File: src/rtl/alu_pkg.sv
// Shared definitions for the ALU operand-parity link.
// Contents:
//   FRAME_BITS - serial bits per frame: start, A[3:0], par_A, B[3:0], par_B, stop
//   NIBBLE_W   - operand width
//   state_e    - receiver FSM state encoding
package alu_pkg;

  localparam int FRAME_BITS = 12;
  localparam int NIBBLE_W   = 4;

  typedef enum logic [2:0] {
    ST_IDLE   = 3'd0,
    ST_START  = 3'd1,
    ST_DATA_A = 3'd2,
    ST_PAR_A  = 3'd3,
    ST_DATA_B = 3'd4,
    ST_PAR_B  = 3'd5,
    ST_STOP   = 3'd6
  } state_e;

endpackage

File: src/rtl/nibble_parity.sv
// Combinational XOR reduction of one operand nibble.
// The transmit side uses the same block, so both ends agree on the parity rule.
// Ports:
//   data_i [NIBBLE_W-1:0] - operand nibble
//   par_o                 - XOR of all data bits (even parity over data plus parity bit)
module nibble_parity
  import alu_pkg::*;
(
  input  logic [NIBBLE_W-1:0] data_i,
  output logic                par_o
);

  assign par_o = ^data_i;

endmodule

File: src/rtl/parity_frame_rx.sv
// Serial receiver for the ALU operand-parity link.
// Deserialises {start, A[3:0], par_A, B[3:0], par_B, stop}, LSB first, idle high.
// It recomputes the parity of each operand and flags parity and framing errors.
// Ports:
//   clk       - system clock, rising edge
//   rst       - synchronous active-high reset
//   rx_in     - serial line (asynchronous to clk)
//   chk_en    - parity check enable; sampled in the cycle the stop bit is taken
//   a_out     - received operand A (held until the next frame)
//   b_out     - received operand B (held until the next frame)
//   valid     - one-cycle pulse per completed frame
//   err_a     - parity mismatch on A
//   err_b     - parity mismatch on B
//   frame_err - stop bit sampled low
//   busy      - FSM not in IDLE
//
// state   | meaning
// --------+--------------------------------------------------------------
// IDLE    | waiting for rx_s low
// START   | confirming the start bit at half a bit period
// DATA_A  | shifting in A[3:0], one bit per bit period
// PAR_A   | capturing the parity bit for A
// DATA_B  | shifting in B[3:0]
// PAR_B   | capturing the parity bit for B
// STOP    | sampling the stop bit, then presenting results with valid
module parity_frame_rx
  import alu_pkg::*;
#(
  parameter int CLKS_PER_BIT = 4,
  parameter int SYNC_STAGES  = 2
) (
  input  logic                clk,
  input  logic                rst,
  input  logic                rx_in,
  input  logic                chk_en,
  output logic [NIBBLE_W-1:0] a_out,
  output logic [NIBBLE_W-1:0] b_out,
  output logic                valid,
  output logic                err_a,
  output logic                err_b,
  output logic                frame_err,
  output logic                busy
);

  localparam int CNT_W = $clog2(CLKS_PER_BIT);
  localparam int IDX_W = $clog2(NIBBLE_W);
  localparam logic [CNT_W-1:0] HALF_LAST = CNT_W'(CLKS_PER_BIT / 2 - 1);
  localparam logic [CNT_W-1:0] BIT_LAST  = CNT_W'(CLKS_PER_BIT - 1);
  localparam logic [IDX_W-1:0] IDX_LAST  = IDX_W'(NIBBLE_W - 1);

  logic [SYNC_STAGES-1:0] sync_q;
  logic                   rx_s;
  state_e                 state_q;
  logic [CNT_W-1:0]       cnt_q;
  logic [IDX_W-1:0]       idx_q;
  logic [NIBBLE_W-1:0]    a_sh_q;
  logic [NIBBLE_W-1:0]    b_sh_q;
  logic                   par_a_q;
  logic                   par_b_q;
  logic                   calc_par_a;
  logic                   calc_par_b;

  assign rx_s = sync_q[SYNC_STAGES-1];
  assign busy = (state_q != ST_IDLE);

  nibble_parity u_par_a (.data_i(a_sh_q), .par_o(calc_par_a));
  nibble_parity u_par_b (.data_i(b_sh_q), .par_o(calc_par_b));

  always_ff @(posedge clk) begin
    if (rst) begin
      // Synchroniser resets to the idle-line level so reset never fakes a start bit.
      sync_q    <= '1;
      state_q   <= ST_IDLE;
      cnt_q     <= '0;
      idx_q     <= '0;
      a_sh_q    <= '0;
      b_sh_q    <= '0;
      par_a_q   <= 1'b0;
      par_b_q   <= 1'b0;
      a_out     <= '0;
      b_out     <= '0;
      valid     <= 1'b0;
      err_a     <= 1'b0;
      err_b     <= 1'b0;
      frame_err <= 1'b0;
    end else begin
      sync_q <= {sync_q[SYNC_STAGES-2:0], rx_in};
      valid  <= 1'b0;

      case (state_q)
        ST_IDLE: begin
          if (!rx_s) begin
            state_q <= ST_START;
            cnt_q   <= '0;
          end
        end

        ST_START: begin
          if (cnt_q == HALF_LAST) begin
            cnt_q <= '0;
            if (rx_s) begin
              state_q <= ST_IDLE;
            end else begin
              state_q <= ST_DATA_A;
              idx_q   <= '0;
            end
          end else begin
            cnt_q <= cnt_q + 1'b1;
          end
        end

        default: begin
          // From here on every sample lands mid-bit, one full bit period apart.
          if (cnt_q == BIT_LAST) begin
            cnt_q <= '0;
            case (state_q)
              ST_DATA_A: begin
                a_sh_q[idx_q] <= rx_s;
                idx_q         <= idx_q + 1'b1;
                if (idx_q == IDX_LAST) state_q <= ST_PAR_A;
              end
              ST_PAR_A: begin
                par_a_q <= rx_s;
                idx_q   <= '0;
                state_q <= ST_DATA_B;
              end
              ST_DATA_B: begin
                b_sh_q[idx_q] <= rx_s;
                idx_q         <= idx_q + 1'b1;
                if (idx_q == IDX_LAST) state_q <= ST_PAR_B;
              end
              ST_PAR_B: begin
                par_b_q <= rx_s;
                state_q <= ST_STOP;
              end
              default: begin
                // Data and parity flags are presented even when the stop bit is bad.
                a_out     <= a_sh_q;
                b_out     <= b_sh_q;
                err_a     <= chk_en & (par_a_q != calc_par_a);
                err_b     <= chk_en & (par_b_q != calc_par_b);
                frame_err <= ~rx_s;
                valid     <= 1'b1;
                state_q   <= ST_IDLE;
              end
            endcase
          end else begin
            cnt_q <= cnt_q + 1'b1;
          end
        end
      endcase
    end
  end

endmodule

File: config.mk
export PLATFORM = sky130hd
export DESIGN_NAME = parity_frame_rx
export DESIGN_NICKNAME = d
export VERILOG_FILES = /design/src/rtl/alu_pkg.sv /design/src/rtl/nibble_parity.sv /design/src/rtl/parity_frame_rx.sv
export SDC_FILE = /design/constraint.sdc
export NUM_CORES = 1
export LEC_CHECK = 0
export ABC_AREA = 1
export CORE_MARGIN = 4
export CORE_UTILIZATION = 40
export CTS_BUF_LIST = sky130_fd_sc_hd__clkbuf_16
export CTS_CLUSTER_SIZE = 25
export DETAILED_ROUTE_END_ITERATION = 8
export GPL_TIMING_DRIVEN = 1
export PLACE_DENSITY_LB_ADDON = 0.2
export SETUP_SLACK_MARGIN = 0.5
export SYNTH_ARGS = -nofsm -noshare
export SYNTH_HDL_FRONTEND = slang
export SYNTH_SLANG_ARGS = --single-unit
File: constraint.sdc
create_clock -name clk -period 2 [get_ports clk]
set_clock_uncertainty 0.15 [all_clocks]
set_input_delay 0.5 -clock clk [delete_from_list [all_inputs] [get_ports clk]]
set_output_delay 0.5 -clock clk [all_outputs]
set_load 0.1 [all_outputs]
== Word level (Yosys, flattened, before mapping) ==
Index checks and enable logic that the tools add are counted.

* Add/subtract/negate cells: 2
* Multiply operators: 0
* Div/mod/pow operators: 0
* $lt $le $gt $ge: 2
* Equality and inequality tests: 15
* Shift operators: 0
* Multiplexer cells: 21
* Bitwise operators: 7
* Reductions and logical operators: 19

{| class="wikitable"
|+ Operator list
! kind !! number
|-
| 3-bit two-way mux || 5
|-
| 3-bit AND reduction || 5
|-
| 2-bit two-way mux || 6
|-
| 2-bit one-hot mux with 2 select lines || 3
|-
| 3-bit one-hot mux with 4 select lines || 1
|-
| 5-bit AND reduction || 2
|-
| 3-bit nonzero test || 3
|-
| 4-bit bitwise mux || 2
|-
| 4-bit inequality test, second input constant || 2
|-
| 4-bit OR reduction || 2
|-
| 4-bit XOR reduction || 2
|-
| 3-bit by 2-bit equality test with 1-bit output, second input constant || 2
|-
| 3-bit equality test, second input constant || 2
|-
| 2-bit inequality test, second input constant || 3
|-
| 3-bit one-hot mux with 2 select lines || 1
|-
| 1-bit inverter || 5
|-
| 2-bit by 1-bit adder with 2-bit output, second input constant || 2
|-
| 2-bit equality test, second input constant || 2
|-
| 2-bit OR reduction || 2
|-
| 3-bit by 1-bit equality test with 1-bit output, second input constant || 1
|-
| 3-bit zero test || 1
|-
| 2-bit by 3-bit < comparator with 1-bit output, second input constant || 1
|-
| 1-bit bitwise AND || 2
|-
| 1-bit demux with 2-bit select || 1
|-
| other kinds (6) || 8
|}

* Register bits: 31
* Latch bits: 0
* Memory bits (writable): 0
* Memory bits (read-only): 0
* Input bits: 4
* Output and inout bits: 13
* Word-level logic and storage cells: 80
* Memories kept: 0

== Depth between registers and ports, before layout ==
Gate-level depths: netlist of the first run.

* Depth after elaboration: 5
* Mapped depth: 10
* Gate-level depth less buffers: 10

== Modules after synthesis ==
From an unflattened synthesis of the first run, not the netlist that was laid out.

* Cells, all modules: 242
* Area, all modules: 1652.8 µm²

{| class="wikitable"
|+ By module, submodules not included
! module !! times used !! cells each !! area an instance (µm²) !! seq. area each (µm²)
|-
| parity_frame_rx || 1 || 204 || 1505.2 || 620.6
|-
| nibble_parity || 2 || 19 || 73.8 || 0.0
|}

== Worst setup path before layout of the first run ==
Ideal clock, no wire load.

* Kind: register to register
* From: register state_q[2]
* To: register state_q[0]
* Setup time: 0.112 ns
* Arrival: 1.452 ns
* Required time: 1.738 ns
* Slack: 0.286 ns
* Stages on the path, launching flop included: 10
* Path buffers: 1
* Clock period less this slack: 1.714 ns
* Cell sequence: dfxtp_1 -> buf_6 -> nor2_2 -> nand2_2 -> nor2_4 -> nor2_4 -> nand2_2 -> inv_2 -> nor2_1 -> nor2_1

* Longest elaborated chain between the ends: 4
* Elaborated cells on any way between the ends: 15
* Those cells by class: eq/ne (9); mux (3); reduce/logical (3)

{| class="wikitable"
|+ RTL lines
! what !! line !! text
|-
| from (decl) || parity_frame_rx.sv:53 || <nowiki>state_e state_q;</nowiki>
|-
| from (signal assigned) || parity_frame_rx.sv:73 || <nowiki>state_q <= ST_IDLE;</nowiki>
|-
| from (signal assigned) || parity_frame_rx.sv:93 || <nowiki>state_q <= ST_START;</nowiki>
|-
| from (signal assigned) || parity_frame_rx.sv:102 || <nowiki>state_q <= ST_IDLE;</nowiki>
|-
| 3-bit equality test or 3-bit by 2-bit equality test with 1-bit output (tied branches) || parity_frame_rx.sv:116 || <nowiki>case (state_q)</nowiki>
|-
| 3-bit one-hot mux with 4 select lines || parity_frame_rx.sv:116 ||
|-
| 3-bit two-way mux || parity_frame_rx.sv:114 || <nowiki>if (cnt_q == BIT_LAST) begin</nowiki>
|-
| 3-bit one-hot mux with 2 select lines || parity_frame_rx.sv:90 || <nowiki>case (state_q)</nowiki>
|}

Parallel ways exist; a longest one is shown, timed or not. The select of a mux whose other input is x is not followed.
A chain may end at the register's enable or synchronous reset.

== Final worst setup path of the first run ==
* From: register state_q[1]
* To: output port busy

* Longest elaborated chain between the ends: 1

{| class="wikitable"
|+ RTL lines
! what !! line !! text
|-
| 3-bit nonzero test || parity_frame_rx.sv:64 || <nowiki>assign busy = (state_q != ST_IDLE);</nowiki>
|-
| to (decl) || parity_frame_rx.sv:42 || <nowiki>output logic busy</nowiki>
|}

Every way passes these cells.

==> impl_metrics.py, run 1 <==
metrics = {
    "run_status": {
        "outcome": "completed",
    },
    "cts": {
        "cts_max_level": 2,
        "cts_buffer_depth": 2,
        "cts_buffers": 5,
        "clk_pin_slew_ns": 0.05,
        "clock-root-buffer": "clkbuf_16",
        "clock_sinks": 31,
        "clkLatencyLatePin_ns": 0.27,
        "cts_tree": "yes",
    },
    "sta": {
        "finalCritPeriodShare_pct": 83.8,
        "worst_pin_slew_ns": 0.342,
        "setup_ws_ns": 0.325,
        "hold_violations": 0,
        "max_freq_mhz": 597,
        "slew_headroom_pct": 77.2,
        "rsz0062_at_grt": "yes",
        "finalMaxSlewViolations": 0,
        "fin_crit_ns": 1.68,
        "setup_viol": 0,
        "fin_setup_tns_ns": 0,
    },
    "detailed_routing": {
        "ant_nets": 0,
        "met2_wirelength_mm": 1.50,
        "avgRoutedWirePerCell_um": 10.8,
        "dr.first_iter.drc_count": 53,
        "drt-met1-wl_mm": 1.47,
        "viasPerCell": 4.71,
        "route.vias.total": 1384,
        "dr.pass1.iters": 4,
        "top_layer_used": "met4",
        "wl_met3_um": 139,
        "wirelength_mm": 3.17,
        "drc": 0,
    },
    "logic_synthesis": {
        "synth_edf_count": 0,
        "synth_fp_nets": 231,
        "yosys-top-cells-count": "43 x nand2_1, 31 x dfxtp_1, 31 x inv_1",
        "syn_avg_cell_area_um2": 7.01,
        "synthesis.area_um2": 1540,
        "yosysUniqueCellTypes": 23,
        "synthArstFlopShare_pct": 0,
        "synthFlopType": "dfxtp_1",
        "synth_most_common_cell": "nand2_1",
        "ys_ff_latch": 31,
        "synth_largest_area_cell": "dfxtp_1",
        "synth_top_area_share_pct": 40.3,
        "yosysWarnings": 0,
        "yosysSeqAreaShare_pct": 40.3,
        "synth_top_cells_by_area": "dfxtp_1 40%, nand2_1 10%, inv_1 7.5%",
        "syn_inst": 220,
    },
    "grt": {
        "grt.overflow.total": 0,
        "antenna_found_initial": 0,
        "grt_max_degree": 24,
        "grt_pass1_wl_mm": 5.34,
        "track_usage_pct": 13.6,
        "grt_pass1_vias": 1227,
    },
    "worst_setup_path": {
        "critPathLaunchType": "flip-flop",
        "r2r_cells": 10,
        "end_kind": "primary output",
        "cp_max_fo": 2,
        "worst-setup-path-type": "reg -> out",
        "crit_start": "state_q[1]$_SDFFE_PP0P_",
        "r2r_start": "state_q[1]$_SDFFE_PP0P_",
        "cp_data_arrival_time_ns": 1.03,
        "critPathRequiredTime_ns": 1.35,
    },
    "floorplan": {
        "dieArea_um2": 4910,
        "start_util_pct": 41.8,
        "chipHeight_um": 70.1,
        "core_um2": 3690,
        "num_rows": 22,
        "die_w_um": 70.1,
        "io_pins": 17,
    },
    "place": {
        "post-place-ws_ns": 0.320,
        "gp_congestion": 0.828,
        "io_buffer_count": 16,
        "hpwlAfterDp_mm": 2.11,
        "placed_cell_area_um2": 1910,
    },
    "pwr": {
        "pwr-share-clk_pct": 29.6,
        "vdd_ir_drop_max_mv": 1.16,
        "swShare_pct": 37.8,
        "p_comb_share_pct": 42.9,
        "power_frac_seq_pct": 27.5,
        "power.internal_w": 0.00175,
        "power.switching_w": 0.00106,
        "p_leak_nw": 0.868,
        "power.density_nw_per_um2": 1290,
    },
    "hold_path": {
        "hp-class": "reg -> reg",
        "worstHoldStart": "sync_q[0]$_SDFF_PP1_",
        "min_path_cells": 1,
    },
    "layout": {
        "stdcell_area_um2": 2190,
        "area_growth_pct": 42.1,
        "nets": 256,
        "n_antenna_cell": 0,
        "final_layout_size_suffix_gt1_share_pct": 28.5,
    },
    "run": {
        "cap_violations": 0,
    },
}
[cells by family after synthesis]
logic type | count (synthesis) | share of synthesized area, %
simple gates | 97 | 28.5
buf+inv | 40 | 10.5
flops | 31 | 40.3
xor+xnor | 1 | 0.568
compound gates | 44 | 14.5
fa+ha+maj | 7 | 5.68
[power by group through the flow]
stage / registers, W / clock network [W] / logic, W
after floorplan: 0.000746 / 0 / 0.000789
after global placement: 0.000781 / 0 / 0.000941
after detailed placement: 0.000780 / 0 / 0.000942
after CTS: 0.000761 / 0.000855 / 0.00106
after global routing: 0.000785 / 0.000881 / 0.00134
final: 0.000775 / 0.000835 / 0.00121
[area by class of cell]
class	instances	area [um2]
Clock inverter	3	38.8
Sequential cell	31	649
Fill cell	330	1500
Clock buffer	5	125
Inverter	33	126
Multi-Input combinational cell	149	830
Tap cell	48	60.1
Timing Repair Buffer	25	362
[worst paths after layout]
check                            endpoint  slack (ns)
hold reg to reg      sync_q[1]$_SDFF_PP1_        0.25
setup / recovery                     busy        0.32
setup reg to reg  state_q[0]$_SDFFE_PP0P_        0.45
hold / removal       sync_q[1]$_SDFF_PP1_        0.25
[registers in the layout, summed over array words and instances, names as in the netlist, 2 cells and up]
signal / flops
state_q: 3
b_sh_q: 4
cnt_q: 2
sync_q: 2
idx_q: 2
a_sh_q: 4
a_out: 4
b_out: 4
[cells in the final DEF (no fill, tap or decap)]
cell type        instances
inv_4                    1
nor3_1                   1
ha_1                     6
nor2_4                   5
nor3_2                   1
clkbuf_16                5
nor2_2                   1
o21ai_2                  1
a31oi_1                  1
dfxtp_1                 14
nor2_1                  19
o211ai_1                 1
a21oi_1                 21
or2_2                    3
dfxtp_2                 14
bufinv_16                1
o21ai_0                 19
nand2_2                  4
dfxtp_4                  3
inv_2                    3
buf_4                    8
clkinv_1                 1
inv_1                   29
buf_6                    1
buf_12                  13
ha_4                     1
nand2_1                 43
clkdlybuf4s50_1          3
o21ai_1                  1
nand2_8                  1
nand3_1                 15
clkinv_2                 1
xnor2_1                  1
nand4_1                  1
nand3_2                  2
nand3_4                  1
[layer usage]
| metal | track usage [%] | vias to the layer above |
|---|---|---|
| li1 | - | 747 |
| met1 | 15.7 | 610 |
| met2 | 22.1 | 20 |
| met3 | 5.18 | 7 |
| met4 | 6.38 | 0 |
| met5 | 0 | - |
[repair_timing]
item	in CTS	in global routing
pin swaps	3	3
setup endpoints to repair	14	17
resized for setup	10	13
buffers inserted	4	2
hold buffers	0	0
[per-stage QoR]
stage	hold WS [ns]	cells	power [W]	utilization (%)
2_1_floorplan	0.239	220	0.00153	-
4_1_cts	0.256	292	0.00268	57.6
5_1_grt	0.274	294	0.00300	59.4
3_5_place_dp	0.244	280	0.00172	51.8
3_3_place_gp	0.243	280	0.00172	51.8
6_report	0.255	294	0.00282	59.4
[critical path, stage by stage (launching register included)]
cell and delay, ns:
dfxtp_4 0.35, nor2_4 0.18, nand2_8 0.07, buf_12 0.16
(Power assumes the default switching activity.)
==> run 2, diff against run 1 <==
==> constraint.sdc (replaced) <==
create_clock -name clk -period 1.5 [get_ports clk]
set_clock_uncertainty 0.15 [all_clocks]
set_input_delay 0.375 -clock clk [delete_from_list [all_inputs] [get_ports clk]]
set_output_delay 0.375 -clock clk [all_outputs]
set_load 0.1 [all_outputs]
==> impl_metrics.py, run 2 (synthesis results as in run 1) <==
metrics = {
    "run_status": {
        "outcome": "finished with violations",
        "violations": "setup timing",
    },
    "detailed_routing": {
        "drc": 0,
        "avgRoutedWirePerCell_um": 12.5,
        "viasPerCell": 4.99,
        "ant_nets": 0,
        "dr.first_iter.drc_count": 39,
        "dr.pass1.iters": 4,
        "route.vias.total": 1541,
        "wirelength_mm": 3.87,
    },
    "grt": {
        "grt_pass1_wl_mm": 5.71,
        "grt_max_degree": 23,
        "grt_pass1_vias": 1385,
        "antenna_found_initial": 0,
        "track_usage_pct": 14.3,
        "grt.overflow.total": 0,
    },
    "run": {
        "cap_violations": 0,
    },
    "worst_setup_path": {
        "r2r_slack_ns": -0.09,
        "end_kind": "primary output",
        "r2r_cells": 11,
        "worst-setup-path-type": "reg -> out",
        "cp_data_arrival_time_ns": 1.11,
        "cp_max_fo": 2,
        "critPathLaunchType": "flip-flop",
        "critPathRequiredTime_ns": 0.97,
    },
    "sta": {
        "finalCritPeriodShare_pct": 109,
        "worst_pin_slew_ns": 0.307,
        "hold_violations": 0,
        "setup_viol": 10,
        "fin_setup_tns_ns": -0.610,
        "setup_ws_ns": -0.132,
        "finalMaxSlewViolations": 0,
        "rsz0062_at_grt": "yes",
        "max_freq_mhz": 613,
        "fin_crit_ns": 1.63,
        "slew_headroom_pct": 79.6,
    },
    "floorplan": {
        "die_w_um": 70.1,
        "dieArea_um2": 4910,
        "start_util_pct": 41.8,
        "chipHeight_um": 70.1,
        "core_um2": 3690,
        "io_pins": 17,
        "num_rows": 22,
    },
    "pwr": {
        "vdd_ir_drop_max_mv": 1.35,
        "p_leak_nw": 1.04,
        "power.density_nw_per_um2": 1540,
        "power.switching_w": 0.00159,
        "swShare_pct": 39.8,
        "pwr-share-clk_pct": 23.1,
        "p_total_w": 0.00399,
        "power_frac_seq_pct": 24.7,
        "power.internal_w": 0.00240,
        "p_comb_share_pct": 52.2,
    },
    "layout": {
        "area_growth_pct": 68.5,
        "nets": 271,
        "final_cell_mix": "38 x nand2_1, 27 x inv_1, 17 x buf_12, 16 x nor2_1, 15 x dfxtp_1",
        "n_antenna_cell": 0,
        "layout_commonest_cell": "nand2_1",
        "final_layout_size_suffix_gt1_share_pct": 44.8,
    },
    "place": {
        "io_buffer_count": 16,
        "hpwlAfterDp_mm": 2.21,
        "gp_congestion": 0.774,
    },
    "hold_path": {
        "hp-class": "reg -> reg",
        "min_path_cells": 1,
    },
    "cts": {
        "cts_tree": "yes",
        "cts_buffers": 5,
        "clk_pin_slew_ns": 0.05,
        "clock_sinks": 31,
        "cts_buffer_depth": 2,
        "cts_max_level": 2,
        "holdBufCountCts": 0,
        "clkLatencyLatePin_ns": 0.27,
        "clock-root-buffer": "clkbuf_16",
    },
}
-- run 2: cell type report --
type | count | area (um2)
well taps | 48 | 60.1
multi-input cells | 149 | 1010
clock buffers | 5 | 125
clock inverters | 3 | 12.5
inverters | 33 | 139
repair buffers | 39 | 569
fillers | 269 | 1090
repair inverters | 1 | 3.75
flip-flops and latches | 31 | 673
-- run 2: worst max-delay path: stages (launching register included) --
cell	delay (ns)
dfxtp_2	0.32
buf_12	0.12
nor2_4	0.16
nand2_8	0.07
buf_12	0.17
-- run 2: metrics by stage --
step	instances	hold slack, ns	setup slack, ns	area (um2)	util, %
floorplan	220	0.259	0.0483	1700	-
global placement	283	0.270	-0.0123	2040	55.2
detailed placement	283	0.274	-0.0491	2040	55.2
CTS	300	0.285	-0.134	2310	62.7
global route	309	0.291	-0.190	2600	70.4
finish	309	0.288	-0.132	2600	70.4
-- run 2: repair_timing --
| item | in CTS | in global routing |
|---|---|---|
| gates resized for setup | 26 | 52 |
| setup endpoints to repair | 44 | 43 |
| pin swaps | 12 | 19 |
| gates cloned | 1 | 3 |
| setup buffers | 8 | 6 |
-- run 2: final timing paths --
kind / from / endpoint
worst min register to register: sync_q[0]$_SDFF_PP1_ / sync_q[1]$_SDFF_PP1_
worst max-delay path: state_q[2]$_SDFFE_PP0P_ / busy
worst max register to register: state_q[2]$_SDFFE_PP0P_ / idx_q[1]$_SDFFE_PP0P_
worst min-delay path: sync_q[0]$_SDFF_PP1_ / sync_q[1]$_SDFF_PP1_
-- run 2: routing by layer --
layer	global-route usage [%]	wire length, um
met5	0	0
met4	5.96	38
met3	4.89	141
met2	24.7	2020
met1	15.9	1670
-- run 2: power groups by stage --
| stage | Combinational, W | Sequential [W] | Clock [W] |
|---|---|---|---|
| after global routing | 0.00224 | 0.000993 | 0.000986 |
| after global placement | 0.00139 | 0.00101 | 0 |
| final | 0.00209 | 0.000985 | 0.000924 |
| after CTS | 0.00171 | 0.00101 | 0.000943 |
| after detailed placement | 0.00140 | 0.00101 | 0 |
| after floorplan | 0.00109 | 0.000994 | 0 |
==> run 3, diff against run 2 <==
--- a/config.mk
+++ b/config.mk
@@ -6,13 +6,13 @@
 export NUM_CORES = 1
 export LEC_CHECK = 0
 export ABC_AREA = 1
+export CAP_MARGIN = 40
 export CORE_MARGIN = 4
 export CORE_UTILIZATION = 40
 export CTS_BUF_LIST = sky130_fd_sc_hd__clkbuf_16
 export CTS_CLUSTER_SIZE = 25
 export DETAILED_ROUTE_END_ITERATION = 8
 export GPL_TIMING_DRIVEN = 1
-export PLACE_DENSITY_LB_ADDON = 0.2
 export SETUP_SLACK_MARGIN = 0.5
 export SYNTH_ARGS = -nofsm -noshare
 export SYNTH_HDL_FRONTEND = slang
==> impl_metrics.py, run 3 (synthesis results as in run 1) <==
metrics = {
    "run_status": {
        "outcome": "finished with violations",
        "violations": "setup timing",
    },
    "worst_setup_path": {
        "worst-setup-path-type": "reg -> out",
        "cp_data_arrival_time_ns": 1.08,
        "cpMostUsedCell": "buf_12",
        "critPathLaunchType": "flip-flop",
        "end_kind": "primary output",
        "cp_max_fo": 2,
        "cp_top_family": "flip-flops",
        "slowest_delay_ns": 0.32,
        "critPathBufInv": 2,
        "crit_path_top_delay_cell": "dfxtp_2",
        "path_cells": "buf_12, nor2_4, nand2_8, buf_12",
        "critPathRequiredTime_ns": 0.97,
    },
    "sta": {
        "whs_ns": 0.283,
        "max_freq_mhz": 622,
        "setup_viol": 7,
        "fin_crit_ns": 1.61,
        "worst_pin_slew_ns": 0.273,
        "finalCritPeriodShare_pct": 107,
        "hold_violations": 0,
        "setup_ws_ns": -0.109,
        "rsz0062_at_grt": "yes",
        "finalMaxSlewViolations": 0,
        "slew_headroom_pct": 81.8,
    },
    "pwr": {
        "power.density_nw_per_um2": 1560,
        "swShare_pct": 39.5,
        "vdd_ir_drop_max_mv": 0.970,
        "p_total_w": 0.00358,
        "p_leak_nw": 0.923,
        "power.internal_w": 0.00217,
        "pwr-share-clk_pct": 25.9,
        "power.switching_w": 0.00142,
        "p_comb_share_pct": 46.4,
        "power_frac_seq_pct": 27.7,
    },
    "detailed_routing": {
        "avgRoutedWirePerCell_um": 10.0,
        "dr.pass1.iters": 4,
        "drc": 0,
        "viasPerCell": 4.54,
        "ant_nets": 0,
        "wirelength_mm": 3.01,
        "route.vias.total": 1363,
        "dr.first_iter.drc_count": 64,
    },
    "floorplan": {
        "core_um2": 3690,
        "num_rows": 22,
        "chipHeight_um": 70.1,
        "io_pins": 17,
        "start_util_pct": 41.8,
        "dieArea_um2": 4910,
        "die_w_um": 70.1,
    },
    "place": {
        "io_buffer_count": 16,
        "post-place-ws_ns": -0.0858,
        "placed_cells": 284,
        "gp_congestion": 0.853,
        "hpwlAfterDp_mm": 2.20,
    },
    "layout": {
        "nets": 262,
        "layout_commonest_cell": "nand2_1",
        "final_cells": 300,
        "n_antenna_cell": 0,
        "fillCellCount": 327,
        "final_cell_mix": "42 x nand2_1, 28 x inv_1, 21 x a21oi_1, 19 x nor2_1",
        "area_growth_pct": 48.5,
        "final_layout_size_suffix_gt1_share_pct": 31.3,
    },
    "cts": {
        "cts_buffer_depth": 2,
        "clock_sinks": 31,
        "cts_max_level": 2,
        "clk_pin_slew_ns": 0.05,
        "cts_buffers": 5,
        "cts_tree": "yes",
        "clkLatencyLatePin_ns": 0.27,
        "clock-root-buffer": "clkbuf_16",
    },
    "hold_path": {
        "hp-class": "reg -> reg",
    },
    "grt": {
        "grt_max_degree": 24,
        "grt_pass1_wl_mm": 5.60,
        "antenna_found_initial": 0,
        "grt_pass1_vias": 1311,
        "grt.overflow.total": 0,
        "track_usage_pct": 14.1,
    },
    "run": {
        "cap_violations": 0,
    },
}
[run 3: cell count changes in the layout (fill, tap and decap cells not counted), sizes merged]
cell | previous run | this run
inv | 35 | 34
clkbuf | 7 | 5
buf | 34 | 28
[run 3: worst register-to-register path: cells and delay by family (launching register included)]
kind / cells / cell delay (ns)
AND/OR/NAND/NOR: 6 / 0.56
buffers and inverters: 4 / 0.43
flip-flops: 1 / 0.32
[run 3: area by class of cell]
class | count | area [um2] | share of cell area (%)
inverters | 33 | 129 | 5.63
flip-flops and latches | 31 | 673 | 29.4
repair buffers | 31 | 430 | 18.8
clock inverters | 3 | 12.5 | 0.546
multi-input cells | 149 | 860 | 37.5
clock buffers | 5 | 125 | 5.46
well taps | 48 | 60.1 | 2.62
[run 3: worst paths after layout]
check / from / slack [ns] / endpoint / cells past startpoint
worst max register to register: state_q[2]$_SDFFE_PP0P_ / -0.06 / state_q[2]$_SDFFE_PP0P_ / 10
worst max-delay path: state_q[2]$_SDFFE_PP0P_ / -0.11 / busy / 4
worst min-delay path: sync_q[0]$_SDFF_PP1_ / 0.28 / sync_q[1]$_SDFF_PP1_ / 1
worst min register to register: sync_q[0]$_SDFF_PP1_ / 0.28 / sync_q[1]$_SDFF_PP1_ / 1
[run 3: per-layer routing]
| layer | track usage [%] | vias up | part of all wire, % |
|---|---|---|---|
| met1 | 16.9 | 570 | 48 |
| met2 | 22.2 | 21 | 45 |
| met5 | 0 | - | 0 |
| met4 | 7.23 | 0 | 2.7 |
| met3 | 4.75 | 8 | 4.2 |
| li1 | - | 764 | - |
[run 3: power by group through the flow]
stage | registers, W | logic (W) | clock network (W)
global placement | 0.000999 | 0.00141 | 0
detailed placement | 0.00100 | 0.00141 | 0
finish | 0.000994 | 0.00166 | 0.000927
floorplan | 0.000994 | 0.00109 | 0
global route | 0.00100 | 0.00182 | 0.000991
CTS | 0.000993 | 0.00166 | 0.000950
[run 3: timing repair]
| item | 4_1_cts | 5_1_grt |
|---|---|---|
| gates resized for setup | 14 | 7 |
| hold buffers | 0 | 0 |
| setup endpoints to repair | 44 | 43 |
| pin swaps | 9 | 2 |
| buffers inserted | 7 | 1 |
| gates cloned | 0 | 0 |
[run 3: per-stage QoR]
step                      instance area (um2)  setup TNS (ns)  utilization [%]
after global routing                     2290           -1.20             62.1
after detailed placement                 2040           -1.39             55.4
final                                    2290          -0.274             62.1
after floorplan                          1700               0                -
after CTS                                2280          -0.272             61.9
after global placement                   2040          -0.544             55.4
